**src/rtl/tick_rate_controller.sv**
```systemverilog
// Timebase for the counter: divides fast_clock into a one-cycle tick and a square-wave
// slow_clock, sequencing run / pause / single-step / clear with tick-aligned rate changes.
module tick_rate_controller #(
    parameter int DIV_WIDTH = 26,
    parameter int RATE0_DIV = 50_000_000,
    parameter int RATE1_DIV = 5_000_000,
    parameter int RATE2_DIV = 500_000,
    parameter int RATE3_DIV = 50_000
) (
    input  logic       fast_clock,
    input  logic       rst,
    input  logic       run_cmd,
    input  logic       pause_cmd,
    input  logic       step_cmd,
    input  logic       clear_cmd,
    input  logic [1:0] rate_sel,
    input  logic       rate_load,
    output logic       tick,
    output logic       slow_clock,
    output logic [1:0] state,
    output logic [1:0] active_rate,
    output logic       rate_pending
);

    typedef enum logic [1:0] {
        ST_IDLE  = 2'b00,
        ST_RUN   = 2'b01,
        ST_PAUSE = 2'b10,
        ST_STEP  = 2'b11
    } state_t;

    localparam logic [DIV_WIDTH-1:0] CNT_ZERO = DIV_WIDTH'(0);
    localparam logic [DIV_WIDTH-1:0] CNT_ONE  = DIV_WIDTH'(1);

    state_t               state_r;
    logic [DIV_WIDTH-1:0] cnt_r;
    logic                 tick_r;
    logic                 slow_r;
    logic [1:0]           active_r;
    logic [1:0]           pend_rate_r;
    logic                 pending_r;

    logic [DIV_WIDTH-1:0] cur_last_s;
    logic [DIV_WIDTH-1:0] pend_last_s;
    logic [DIV_WIDTH-1:0] cnt_fix_s;
    logic                 wrap_s;
    logic                 apply_s;

    function automatic logic [DIV_WIDTH-1:0] div_of(input logic [1:0] idx);
        case (idx)
            2'd0:    div_of = DIV_WIDTH'(RATE0_DIV);
            2'd1:    div_of = DIV_WIDTH'(RATE1_DIV);
            2'd2:    div_of = DIV_WIDTH'(RATE2_DIV);
            2'd3:    div_of = DIV_WIDTH'(RATE3_DIV);
            default: div_of = DIV_WIDTH'(RATE0_DIV);
        endcase
    endfunction

    // Wrap detection and rate-apply decision; a pending rate is taken at the tick boundary in RUN, at once elsewhere
    always_comb begin
        cur_last_s  = div_of(active_r) - CNT_ONE;
        pend_last_s = div_of(pend_rate_r) - CNT_ONE;
        wrap_s      = (state_r == ST_RUN) && !clear_cmd && !pause_cmd && (cnt_r == cur_last_s);
        apply_s     = pending_r && ((state_r != ST_RUN) || wrap_s);
        if (apply_s && (cnt_r >= pend_last_s)) begin
            cnt_fix_s = CNT_ZERO;
        end else begin
            cnt_fix_s = cnt_r;
        end
    end

    // Sequencer, divide counter and rate bookkeeping
    always_ff @(posedge fast_clock) begin
        if (rst) begin
            state_r     <= ST_IDLE;
            cnt_r       <= CNT_ZERO;
            tick_r      <= 1'b0;
            slow_r      <= 1'b0;
            active_r    <= 2'd0;
            pend_rate_r <= 2'd0;
            pending_r   <= 1'b0;
        end else begin
            tick_r <= 1'b0;
            if (apply_s) begin
                active_r <= pend_rate_r;
            end
            // A load on the apply edge stays pending for the next boundary
            if (rate_load) begin
                pend_rate_r <= rate_sel;
                pending_r   <= 1'b1;
            end else if (apply_s) begin
                pending_r <= 1'b0;
            end

            if (clear_cmd) begin
                state_r <= ST_IDLE;
                cnt_r   <= CNT_ZERO;
            end else begin
                case (state_r)
                    ST_IDLE: begin
                        cnt_r <= CNT_ZERO;
                        if (pause_cmd) begin
                            state_r <= ST_PAUSE;
                        end else if (run_cmd) begin
                            state_r <= ST_RUN;
                        end else if (step_cmd) begin
                            state_r <= ST_STEP;
                            tick_r  <= 1'b1;
                            slow_r  <= ~slow_r;
                        end
                    end
                    ST_RUN: begin
                        if (pause_cmd) begin
                            state_r <= ST_PAUSE;
                        end else if (wrap_s) begin
                            cnt_r  <= CNT_ZERO;
                            tick_r <= 1'b1;
                            slow_r <= ~slow_r;
                        end else begin
                            cnt_r <= cnt_r + CNT_ONE;
                        end
                    end
                    ST_PAUSE: begin
                        cnt_r <= cnt_fix_s;
                        if (pause_cmd) begin
                            state_r <= ST_PAUSE;
                        end else if (run_cmd) begin
                            state_r <= ST_RUN;
                        end else if (step_cmd) begin
                            state_r <= ST_STEP;
                            tick_r  <= 1'b1;
                            slow_r  <= ~slow_r;
                        end
                    end
                    ST_STEP: begin
                        cnt_r   <= cnt_fix_s;
                        state_r <= ST_PAUSE;
                    end
                    default: begin
                        state_r <= ST_IDLE;
                        cnt_r   <= CNT_ZERO;
                    end
                endcase
            end
        end
    end

    assign tick         = tick_r;
    assign slow_clock   = slow_r;
    assign state        = state_r;
    assign active_rate  = active_r;
    assign rate_pending = pending_r;

endmodule

```
**config.mk**
```make
export PLATFORM = sky130hd
export DESIGN_NAME = tick_rate_controller
export DESIGN_NICKNAME = d
export VERILOG_FILES = /design/src/rtl/tick_rate_controller.sv
export SDC_FILE = /design/constraint.sdc
export NUM_CORES = 1
export LEC_CHECK = 0
export CAP_MARGIN = 20
export CORE_ASPECT_RATIO = 1.1
export CORE_MARGIN = 4
export CORE_UTILIZATION = 45
export DETAILED_ROUTE_END_ITERATION = 6
export GPL_TIMING_DRIVEN = 0
export HOLD_SLACK_MARGIN = 0.15
export PLACE_DENSITY = 0.76
export REMOVE_ABC_BUFFERS = 1
export SYNTH_ARGS = -nofsm -noshare
export SYNTH_HDL_FRONTEND = slang
export SYNTH_SLANG_ARGS = --single-unit
```
**constraint.sdc**
```tcl
create_clock -name fast_clock -period 2.4 [get_ports fast_clock]
set_input_delay 0.36 -clock fast_clock [delete_from_list [all_inputs] [get_ports fast_clock]]
set_output_delay 0.36 -clock fast_clock [all_outputs]
set_load 0.01 [all_outputs]
```
# [After elaboration in Yosys (flattened, before gate mapping)]
# Cells that the tools add are included.
[word_totals] register_bits=35 in_bits=9 output_inout_bits=7 elab_cells=76
[op_classes] addsub=3 magnitude_cmp=1 eq_ne=19 mux=25 bitwise=2 n_reduce_logical=19
[op_table] op="$pmux 26 s4" n=2
[op_table] op="$mux 26" n=3
[op_table] op="$pmux 26 s3" n=1
[op_table] op="$sub 26x1->26 const B" n=2
[op_table] op="$add 26x1->26 const B" n=1
[op_table] op="$eq 26x26->1" n=1
[op_table] op="$ge 26x26->1" n=1
[op_table] op="$eq 2x2->1 const B" n=6
[op_table] op="$mux 1" n=12
[op_table] op="$ne 2x2->1 const B" n=5
[op_table] op="$mux 2" n=4
[op_table] op="$reduce_and 7->1" n=1
[op_table] op="$eq 2x1->1 const B" n=3
[op_table] op="$logic_not 2->1" n=3
[op_table] op="$ne 2x1->1 const B" n=3
[op_table] op="$pmux 2 s3" n=1
[op_table] op="$reduce_or 2->1" n=3
[op_table] op="$logic_and 1x1->1" n=5
[op_table] op="$ne 4x1->1 const B" n=1
[op_table] op="$pmux 1 s2" n=2
[op_table] op="$reduce_and 2->1" n=2
[op_table] op="$reduce_bool 2->1" n=2
[op_table] op="$logic_not 1->1" n=2
[op_table] op="$not 1->1" n=2
[op_table] op="$logic_or 1x1->1" n=1

# [Depth between registers and ports, before layout]
[logic_depth] word_depth=10 mapped_depth=13 depth_no_buf=12

# [Worst setup path before layout]
# OpenSTA, ideal clock, no wires.
[synth_path] kind="reg-to-reg" from="reg pend_rate_r[1]" to="reg cnt_r[1]" setup_ns=0.114 arrival_time_ns=2.503 t_required_ns=2.286 path_slack_ns=-0.217 stages_incl_launch_ff=13 n_path_buf=1 period_less_slack_ns=2.617 cell_sequence="dfxtp_1 inv_1 ha_1 inv_1 ha_1 a21oi_1 o21a_1 nor2_1 a2111oi_0 a31o_2 buf_1 mux2i_1 nor2_1"
[synth_via] elab_chain_len=7 elab_cells_between_ends=10 cone_classes="add/sub (1); order compare (1); eq/ne (4); mux (1); reduce/logical (3)"
[synth_rtl] element="start: declaration" line_no="40" rtl="logic [1:0] pend_rate_r;"
[synth_rtl] element="start signal: assignment" line_no="89" rtl="pend_rate_r <= rate_sel;"
[synth_rtl] element="$eq 2x2->1, or another cell as far along" line_no="50" rtl="case (idx)"
[synth_rtl] element="$pmux 26 s4 *" line_no="50"
[synth_rtl] element="$sub 26x1->26 *" line_no="62" rtl="pend_last_s = div_of(pend_rate_r) - CNT_ONE;"
[synth_rtl] element="$ge 26x26->1 *" line_no="65" rtl="if (apply_s && (cnt_r >= pend_last_s)) begin"
[synth_rtl] element="$logic_and 1x1->1 *" line_no="65"
[synth_rtl] element="$ne 2x1->1 (no line) *"
[synth_rtl] element="$reduce_and 2->1 (no line) *"
[synth_rtl] element="end signal: assignment" line_no="120" rtl="cnt_r <= cnt_r + CNT_ONE;"
[synth_rtl] element="end signal: assignment" line_no="124" rtl="cnt_r <= cnt_fix_s;"
[synth_rtl] element="end signal: assignment" line_no="136" rtl="cnt_r <= cnt_fix_s;"
[synth_rtl] element="end: declaration" line_no="36" rtl="logic [DIV_WIDTH-1:0] cnt_r;"
# Mark *: on every way between the ends. The rest lies on a longest branch, timed or not. The select of a mux whose other input is x is not followed.
# A chain may end at the register's enable or synchronous reset.

# [Worst setup path in the final report]
[layout_path] from="reg pend_rate_r[0]" to="reg cnt_r[20]"
# The elaborated chain is that of the path after synthesis.

==> results.ini <==
[clock_network]
htreeDepth=2
cts_tree=yes
postCtsHoldBufs=0
cts_buffers=5
clkTransAtPathRegs_ns=0.09
cts_buffer_depth=2
clk_latency_ns=0.30
cts_num_sinks=35
cts-root-buf=clkbuf_8

[detailed_routing]
firstDrtPassIters=7
num_vias=3164
drc=1
post_drt_wl_per_cell_um=22.44
vias_per_cell=6.790
drtAntennaViolNets=0
drt_iter0_drc=498
routed_wl_um=10460

[timing]
fin_crit_sh_pct=108.6
worst_slack_ns=-0.2054
setup-violations-final=28
period_needed_ns=2.605
slew-limit-headroom_pct=35.78
fin_skew_ns=0.01342
worst_pin_slew_ns=0.9633
rsz0062_at_grt=yes
finalMaxSlewViolations=0
timing.fmax_mhz=383.8
final_hold_viol_count=0
hold_slack_ns=0.5338

[logic_synthesis]
synthTopCellsByCount=a21oi_1 (36), ha_1 (36), dfxtp_1 (35)
yosysUniqueCellTypes=60
synth.top_cell.area_share_pct=25.44
postSynthCellCount=340
ys_async_sr_fraction_pct=0
syn_avg_cell_area_sq_um=8.100
ys_seq_elements=35
synth_area_leaders=dfxtp_1 (25%), ha_1 (16%), a21oi_1 (6.5%)
synth_edf_count=0
ys.flop_type=dfxtp_1
ys_warn_count=0
synth_top_cell_by_area=dfxtp_1
syn-cell-area_sq_um=2754
ys_seq_area_share_pct=25.44

[worst_setup_path]
crit_fanout=7
worst_setup_path_end_kind=register
rrSetupSlack_ns=-0.21
worstPathRequired_ns=2.62
arrival_ns=2.82
start_kind=register
worstSetupPathType=register to register

[hold_path]
hold_path.class=register to register

[pwr]
power_density_nw_per_um2=387.7
power.total_mw=1.486
ir_drop_uv=249.6
leakagePower_nw=1.368

[placement]
portBuffers=15
gp_congestion=0.8632
placed_cell_area_sq_um=2912
dp_hpwl_um=4957

[global_routing]
gr-total-overflow=0
grt_pass1_wl_um=14110
antenna_found_initial=0
grt_pass1_vias=2797
grt_max_degree=29
track_usage_pct=24.37

[floorplan]
initial_core_util_pct=47.14
die_width_um=82.59
die_height_um=90.05
fp.coreArea_sq_um=5842
rows=29
design.die.area_sq_um=7437
design.portCount=16

[final_layout]
area_delta_synth_final_pct=39.16
insertedDiodeCount=0
finalInstanceArea_sq_um=3832
drive_gt1_share_pct=33.16
fill_cells=403
num-nets-final=433

[flow_run]
max_cap_viol_count=0

[run_status]
status=finished with violations
violations=design-rule violations, negative setup slack

==> state kept, by name, indices dropped and copies added (netlist names) <==
signal and cells:
active_rate 2, tick 1, pend_rate_r 2, slow_clock 1, cnt_r 26, rate_pending 1, state 2
==> kinds of logic (layout without fill, tap and decap cells) <==
group,Yosys count,after routing,share of synthesized area (%)
adders and majority gates,36,36,16.36
and+or+nand+nor,152,153,30.62
muxes,3,3,1.090
DFF,35,35,25.44
buffers and inverters,23,67,4.997
other,1,2,0.1362
AOI/OAI and AO/OA,83,86,19.13
xor gates and xnor gates,7,7,2.226
==> critical path: stages (launching register included) <==
cell and delay (ns):
dfxtp_4 0.40, inv_6 0.06, ha_4 0.28, inv_1 0.04, ha_2 0.17, a21oi_2 0.15, o21a_1 0.15, nor2_1 0.07
a2111oi_4 0.49, a31o_2 0.29, buf_6 0.15, nand2_1 0.09, a31oi_1 0.18
==> cell type report <==
type | count | area [sq um] | share of cell area (%)
Tap cell | 77 | 96.34 | 2.514
Clock inverter | 2 | 35.03 | 0.9141
Timing Repair Buffer | 47 | 505.5 | 13.19
Clock buffer | 6 | 82.58 | 2.155
Multi-Input combinational cell | 287 | 2330 | 60.79
Sequential cell | 35 | 715.7 | 18.67
Inverter | 12 | 67.56 | 1.763
==> power by group <==
part | internal (mW) | switching (mW) | total (mW) | leakage [nW]
combinational | 0.147 | 0.170 | 0.316 | 1.02
clock | 0.337 | 0.235 | 0.572 | 0.0612
sequential | 0.585 | 0.0127 | 0.597 | 0.286
==> timing repair <==
| action | 4_1_cts | 5_1_grt |
|---|---|---|
| setup endpoints to repair | 30 | 27 |
| setup buffers | 15 | 19 |
| gates resized for setup | 59 | 66 |
| pin swaps | 23 | 46 |
| cloned | 3 | 3 |
==> final timing paths <==
kind,startpoint,endpoint,cells past startpoint
hold reg to reg,slow_clock,slow_clock,2
hold / removal,slow_clock,slow_clock,2
setup / recovery,pend_rate_r[0],cnt_r[20],12
setup reg to reg,pend_rate_r[0],cnt_r[20],12
==> metal layers <==
metal | global-route usage, % | vias to the layer above | share of wire [%]
met3 | 4.500 | 88 | 8.4
met5 | 0 | - | 0
met2 | 39.44 | 241 | 47
li1 | - | 1353 | -
met4 | 13.49 | 0 | 7.1
met1 | 29.57 | 1482 | 37
==> layout by cell type (no fill, tap or decap), types with 4 or more instances in the layout <==
cell	instances
dfxtp_1	31
nand2_1	29
a21oi_1	26
nand3_1	25
ha_1	21
nor2_1	20
clkdlybuf4s50_1	15
buf_4	14
ha_4	12
buf_6	12
a21oi_2	10
o21ai_1	9
a31oi_1	9
or3_1	9
nand4_1	7
inv_1	6
clkbuf_8	6
and3_1	5
nand3b_1	5
and2_2	5
or3_4	5
inv_6	4
nor4_1	4
nor3_1	4
o21ai_2	4
dfxtp_4	4
==> metrics by stage <==
| stage | util [%] | TNS, ns | worst slack, ns | cells |
|---|---|---|---|---|
| after floorplan | - | -3.519 | -0.1898 | 330 |
| after global placement | 49.84 | -20.71 | -0.8460 | 422 |
| after detailed placement | 49.84 | -22.84 | -0.9045 | 422 |
| after CTS | 57.57 | -0.2694 | -0.04461 | 448 |
| after global routing | 65.60 | -8.217 | -0.3608 | 466 |
| final | 65.60 | -3.537 | -0.2054 | 466 |
No activity file was read; power rests on OpenSTA's default activity.
